[config.mk]
export PLATFORM = sky130hd
export DESIGN_NAME = bitty_wb_imem_loader
export DESIGN_NICKNAME = d
export VERILOG_FILES = /design/src/rtl/bitty_pkg.sv /design/src/rtl/bitty_sync_fifo.sv /design/src/rtl/bitty_wb_imem_loader.sv
export SDC_FILE = /design/constraint.sdc
export NUM_CORES = 1
export LEC_CHECK = 0
export CORE_UTILIZATION = 50
export DETAILED_ROUTE_END_ITERATION = 7
export GPL_TIMING_DRIVEN = 1
export HOLD_SLACK_MARGIN = 0.06
export PLACE_DENSITY = 0.78
export REMOVE_ABC_BUFFERS = 1
export SYNTH_ARGS = -nofsm -noshare
export SYNTH_HDL_FRONTEND = slang
export SYNTH_SLANG_ARGS = --single-unit
[constraint.sdc]
create_clock -name wb_clk_i -period 4.4 [get_ports wb_clk_i]
set_input_delay 1.32 -clock wb_clk_i [delete_from_list [all_inputs] [get_ports wb_clk_i]]
set_output_delay 1.32 -clock wb_clk_i [all_outputs]
set_load 0.1 [all_outputs]
[src/rtl/bitty_pkg.sv]
// Shared register map, bit positions and bus FSM state type for the Bitty
// instruction-memory loader.
package bitty_pkg;

  localparam logic [3:0] OFF_CTRL   = 4'h0;
  localparam logic [3:0] OFF_STATUS = 4'h4;
  localparam logic [3:0] OFF_DATA   = 4'h8;

  localparam int CTRL_RUN_BIT   = 0;
  localparam int CTRL_FLUSH_BIT = 1;

  localparam int ST_EMPTY_BIT = 0;
  localparam int ST_FULL_BIT  = 1;
  localparam int ST_COUNT_LSB = 2;
  localparam int ST_OVF_BIT   = 8;

  typedef enum logic {
    BUS_IDLE = 1'b0,
    BUS_ACK  = 1'b1
  } bus_state_e;

  // Packs the STATUS register; bit 7 and bits 31:9 read as zero.
  function automatic logic [31:0] status_word(input logic       ovf,
                                              input logic [4:0] count,
                                              input logic       full,
                                              input logic       empty);
    logic [31:0] w;
    w                        = '0;
    w[ST_OVF_BIT]            = ovf;
    w[ST_COUNT_LSB +: 5]     = count;
    w[ST_FULL_BIT]           = full;
    w[ST_EMPTY_BIT]          = empty;
    return w;
  endfunction

endpackage

[src/rtl/bitty_sync_fifo.sv]
// Single-clock instruction FIFO. Registered head (no fall-through), power-of-two
// depth so the pointers wrap naturally. Storage is deliberately not reset.
module bitty_sync_fifo #(
  parameter int DEPTH = 8,
  parameter int IW    = 16
) (
  input  logic                     clk,
  input  logic                     rst_n,
  input  logic                     flush,
  input  logic                     push,
  input  logic                     pop,
  input  logic [IW-1:0]            din,
  output logic [IW-1:0]            dout,
  output logic                     full,
  output logic                     empty,
  output logic [$clog2(DEPTH):0]   count
);

  localparam int PW = $clog2(DEPTH);

  logic [IW-1:0] mem [DEPTH];
  logic [PW-1:0] wr_ptr;
  logic [PW-1:0] rd_ptr;
  logic          do_push;
  logic          do_pop;

  // A push into a full FIFO is only taken when a pop frees the slot in the same edge.
  assign do_push = push & (~full | pop);
  assign do_pop  = pop & ~empty;
  assign full    = (count == (PW+1)'(DEPTH));
  assign empty   = (count == '0);
  assign dout    = mem[rd_ptr];

  // Storage write; flush has priority so nothing is written during a flush.
  always_ff @(posedge clk) begin
    if (do_push && !flush) mem[wr_ptr] <= din;
  end

  // Pointers and occupancy; flush overrides any same-edge push or pop.
  always_ff @(posedge clk or negedge rst_n) begin
    if (!rst_n) begin
      wr_ptr <= '0;
      rd_ptr <= '0;
      count  <= '0;
    end else if (flush) begin
      wr_ptr <= '0;
      rd_ptr <= '0;
      count  <= '0;
    end else begin
      if (do_push) wr_ptr <= wr_ptr + PW'(1);
      if (do_pop)  rd_ptr <= rd_ptr + PW'(1);
      case ({do_push, do_pop})
        2'b10:   count <= count + (PW+1)'(1);
        2'b01:   count <= count - (PW+1)'(1);
        default: count <= count;
      endcase
    end
  end

endmodule

[src/rtl/bitty_wb_imem_loader.sv]
// Wishbone slave that streams Bitty instructions into a FIFO feeding the core.
//
// state    | meaning
// BUS_IDLE | waiting for a selected stb&cyc; register side effects happen on leaving
// BUS_ACK  | one-cycle acknowledge with registered read data
module bitty_wb_imem_loader #(
  parameter logic [31:0] BASE_ADDR = 32'h3000_0000,
  parameter int          DEPTH     = 8,
  parameter int          IW        = 16
) (
  input  logic          wb_clk_i,
  input  logic          wb_rst_n,
  input  logic          wbs_stb_i,
  input  logic          wbs_cyc_i,
  input  logic          wbs_we_i,
  input  logic [3:0]    wbs_sel_i,
  input  logic [31:0]   wbs_adr_i,
  input  logic [31:0]   wbs_dat_i,
  output logic          wbs_ack_o,
  output logic [31:0]   wbs_dat_o,
  output logic [IW-1:0] instr_o,
  output logic          instr_valid_o,
  input  logic          instr_ready_i,
  output logic          run_o,
  output logic          irq_o
);

  import bitty_pkg::*;

  localparam int CW = $clog2(DEPTH) + 1;

  bus_state_e    state;
  bus_state_e    state_nxt;
  logic          hit;
  logic          take;
  logic          wr;
  logic          rd;
  logic [3:0]    offset;
  logic          push_req;
  logic          flush;
  logic          pop;
  logic          ovf;
  logic [31:0]   rdata;
  logic          fifo_full;
  logic          fifo_empty;
  logic [CW-1:0] fifo_count;
  logic          unused_inputs;

  assign unused_inputs = ^{wbs_sel_i[3:2], wbs_dat_i};

  assign hit      = wbs_stb_i & wbs_cyc_i & (wbs_adr_i[31:4] == BASE_ADDR[31:4]);
  assign take     = (state == BUS_IDLE) & hit;
  assign offset   = wbs_adr_i[3:0];
  assign wr       = take & wbs_we_i;
  assign rd       = take & ~wbs_we_i;
  assign push_req = wr & (offset == OFF_DATA) & (wbs_sel_i[1:0] == 2'b11);
  assign flush    = wr & (offset == OFF_CTRL) & wbs_dat_i[CTRL_FLUSH_BIT];

  assign instr_valid_o = ~fifo_empty & run_o;
  assign pop           = instr_valid_o & instr_ready_i;
  assign irq_o         = ovf;
  assign wbs_ack_o     = (state == BUS_ACK);

  // Bus FSM state register.
  always_ff @(posedge wb_clk_i or negedge wb_rst_n) begin
    if (!wb_rst_n) state <= BUS_IDLE;
    else           state <= state_nxt;
  end

  // Bus FSM next state: ack lasts exactly one cycle, never back-to-back.
  always_comb begin
    state_nxt = state;
    case (state)
      BUS_IDLE: if (hit) state_nxt = BUS_ACK;
      BUS_ACK:  state_nxt = BUS_IDLE;
      default:  state_nxt = BUS_IDLE;
    endcase
  end

  // Read mux; undefined offsets and DATA read as zero.
  always_comb begin
    rdata = '0;
    case (offset)
      OFF_CTRL:   rdata[CTRL_RUN_BIT] = run_o;
      OFF_STATUS: rdata = status_word(ovf, 5'(fifo_count), fifo_full, fifo_empty);
      default:    rdata = '0;
    endcase
  end

  // Registered read data, RUN and sticky overflow, all updated on the accepting edge.
  always_ff @(posedge wb_clk_i or negedge wb_rst_n) begin
    if (!wb_rst_n) begin
      wbs_dat_o <= '0;
      run_o     <= 1'b0;
      ovf       <= 1'b0;
    end else begin
      wbs_dat_o <= rd ? rdata : 32'h0;
      if (wr && offset == OFF_CTRL)   run_o <= wbs_dat_i[CTRL_RUN_BIT];
      if (wr && offset == OFF_STATUS && wbs_dat_i[ST_OVF_BIT]) ovf <= 1'b0;
      if (push_req && fifo_full && !pop) ovf <= 1'b1;
    end
  end

  bitty_sync_fifo #(
    .DEPTH (DEPTH),
    .IW    (IW)
  ) u_fifo (
    .clk   (wb_clk_i),
    .rst_n (wb_rst_n),
    .flush (flush),
    .push  (push_req),
    .pop   (pop),
    .din   (wbs_dat_i[IW-1:0]),
    .dout  (instr_o),
    .full  (fifo_full),
    .empty (fifo_empty),
    .count (fifo_count)
  );

endmodule

==> run summary <==
final WL -> 11,500 um
busiest grt layer -> met2
flop2flop setup slack -> 2060 ps
largest net degree at the start of global routing -> 26
Worst path max stage delay -> 710 ps
CTS H-tree lvls -> 4
Post-DP HPWL -> 6990 um
required time worst endpoint -> 3080 ps
commonest non-fill, non-tap cells in the layout -> edfxtp_1, clkdlybuf4s50_1, mux4_2, buf_4, conb_1
CTS Hold Bufs -> 0
register area share after synthesis -> 0.699
total chip power -> 3140 uW
Slew HR -> 0.345
Post-synth top flop -> edfxtp_1
fraction of layout cells with a size suffix above 1 -> 0.285
Reg-to-Reg Start -> wbs_ack_o
core area -> 12,100 um^2
Synth warnings -> 0
Syn Std Cell Area -> 6220 um^2
Max Slew Vio Count -> 0
DR WL/cell -> 18.7 um
Hold Crit Start -> irq_o
DR DRC count -> 0
global placement routability congestion -> 0.741
Via density -> 5.37
die area -> 12,900 um^2
initial antenna violation count -> 0
crit path max-delay cell type -> dfrtp_2
Antenna Diode Count -> 0
Seq cells post-synth -> 148
met1 Use GR -> 0.242
P&R area growth vs syn -> 25.6%
Initial Util -> 0.516
r2r worst-path depth -> 11
CP startpoint kind -> register
Die Span Y -> 114 um
Clock transition at path regs -> 60 ps
vias -> 3,290
number of synthesized flops with an enable pin -> 128
crit path max fanout -> 20
Arrival @ worst endpoint -> 2490 ps
met3 usage -> 0.0505
first-pass GRT wire length -> 18,200 um
Slew @ Worst Pin -> 979 ps
number of global-route vias before repair -> 3,509
Final Hold Fails -> 0
DR iter-0 viols -> 235
commonest non-fill, non-tap cell in the layout -> edfxtp_1
kind of cell adding the most delay to the critical path -> multiplexers
hold path endpoint -> wbs_dat_o[8]
Tcrit/Tclk final -> 0.865
Clock Latency Late Sink -> 410 ps
Max Cap Viol -> 0
Final ANT Viol Nets -> 0
CTS tree -> built
synth unique cells -> 43
Hold WC Path Type -> register to register
WP buf/inv -> 2
cell leakage power -> 0.00269 uW
worst-case clock skew -> 10.9 ps
Crit. End Element -> primary output
# rows -> 40
CTS Sinks -> 148
Mapped Cells -> 334
IO Count -> 126
RSZ-0062 raised after global routing -> false
GRT met2 Usage -> 0.334
Avg Cell Area, Syn -> 18.6 um^2
Remaining Overflow, GRT -> 0
peak supply drop -> 0.000349 V
post_cts resized -> 0
Max clock buf depth -> 2
Tmin final -> 3810 ps
final setup fails -> 0
reg-to-reg endpoint -> u_fifo.count[2]
ys async rst share -> 0.135
crit path cell chain -> buf_12 > mux4_2 > mux2_2 > buf_4
CTS root buffer -> clkbuf_16
status -> complete, no violations
chip width -> 114 um
Total Nets Final -> 510
postcts setup bufs -> 0
CTS buffer count -> 17
gr usage total -> 0.194
maximum clock frequency -> 263 MHz
dpl ws -> 524 ps
Initial DRT Pass Iterations -> 4
final worst setup slack -> 594 ps
hold depth -> 1
Port Buf Inserts -> 82
pwr/cell area -> 402 nW/um^2
kind of critical path -> register to primary output
==> metrics by stage <==
stage,area (um^2),hold WS (ps),instances,setup TNS [ps],util
final,7810,559,613,0,0.647
after global routing,7810,571,613,0,0.647
after CTS,7810,550,613,0,0.647
after detailed placement,7210,542,582,0,0.598
after global placement,7210,552,582,0,0.598
after floorplan,6070,526,320,-792,-
==> report_power, final <==
part	switching (uW)	internal, uW	leakage [uW]
clock network	503	936	0.000287
registers	0.000000209	1530	0.00142
logic	125	47.1	0.000982
==> worst reg2reg max path: cells and delay by family (launching register included) <==
kind | cells | cell delay [ps]
simple gates | 6 | 890
flops | 1 | 410
mux | 2 | 400
fa+ha+maj | 1 | 210
buf+inv | 1 | 190
xor+xnor | 1 | 150
==> synth_stat cells, types with 2 or more instances <==
cell,n,area share
mux4_2,32,0.12
nor3_1,6,0.0048
buf_4,25,0.030
nor2_1,7,0.0042
inv_1,4,0.0024
edfxtp_1,128,0.62
buf_2,3,0.0024
and3_1,3,0.0030
nand4_1,3,0.0030
and3b_1,2,0.0028
and2_1,5,0.0050
nand3_1,2,0.0016
ha_1,3,0.0060
xor2_1,2,0.0028
o21ai_0,4,0.0032
mux2i_1,8,0.013
dfrtp_1,20,0.080
nor4_2,4,0.0080
buf_1,4,0.0024
nor4_1,6,0.0060
mux2_2,18,0.033
nand2_1,15,0.0091
nor4_4,3,0.010
nor2b_1,2,0.0020
nand2b_1,2,0.0020
clkbuf_1,6,0.0036
==> worst max path at each step <==
stage / startpoint / end / slack [ps] / depth (start not counted)
2_1_floorplan: wbs_adr_i[21] / u_fifo.mem[5][0] / -50 / 5
3_3_place_gp: wbs_adr_i[21] / u_fifo.count[2] / 610 / 12
3_5_place_dp: wbs_adr_i[21] / u_fifo.count[2] / 520 / 12
4_1_cts: u_fifo.rd_ptr[0] / instr_o[3] / 530 / 4
5_1_grt: u_fifo.rd_ptr[0] / instr_o[3] / 470 / 4
6_report: u_fifo.rd_ptr[0] / instr_o[3] / 590 / 4
==> per-layer routing <==
| layer | vias to the layer above | wire length [um] |
|---|---|---|
| met5 | - | 0 |
| met4 | 0 | 146 |
| met3 | 15 | 682 |
| met2 | 133 | 5910 |
| met1 | 1665 | 4710 |
| li1 | 1477 | - |
==> layout make-up <==
| cell class | instances | area [um^2] |
|---|---|---|
| Clock inverter | 12 | 163 |
| Multi-Input combinational cell | 168 | 1750 |
| Fill cell | 813 | 4250 |
| Tap cell | 168 | 210 |
| Inverter | 4 | 15.0 |
| Clock buffer | 19 | 433 |
| Sequential cell | 148 | 4350 |
| Timing Repair Buffer | 94 | 893 |
==> kinds of logic after synthesis <==
group                      Yosys count  share of synthesized area
adders and majority gates            3                    0.00604
AOI/OAI and AO/OA                    8                    0.00805
and+or+nand+nor                     71                     0.0801
other                                1                   0.000603
DFF                                148                      0.699
buffers and inverters               42                     0.0410
muxes                               58                      0.161
xor gates and xnor gates             3                    0.00423
==> registers in the layout (all words and copies together) (netlist names) <==
| name | count |
|---|---|
| u_fifo.mem | 128 |
| run_o | 1 |
| u_fifo.wr_ptr | 3 |
| wbs_ack_o | 1 |
| irq_o | 1 |
| u_fifo.rd_ptr | 3 |
| u_fifo.count | 4 |
| wbs_dat_o | 7 |
Power figures use the tool's default switching activity.
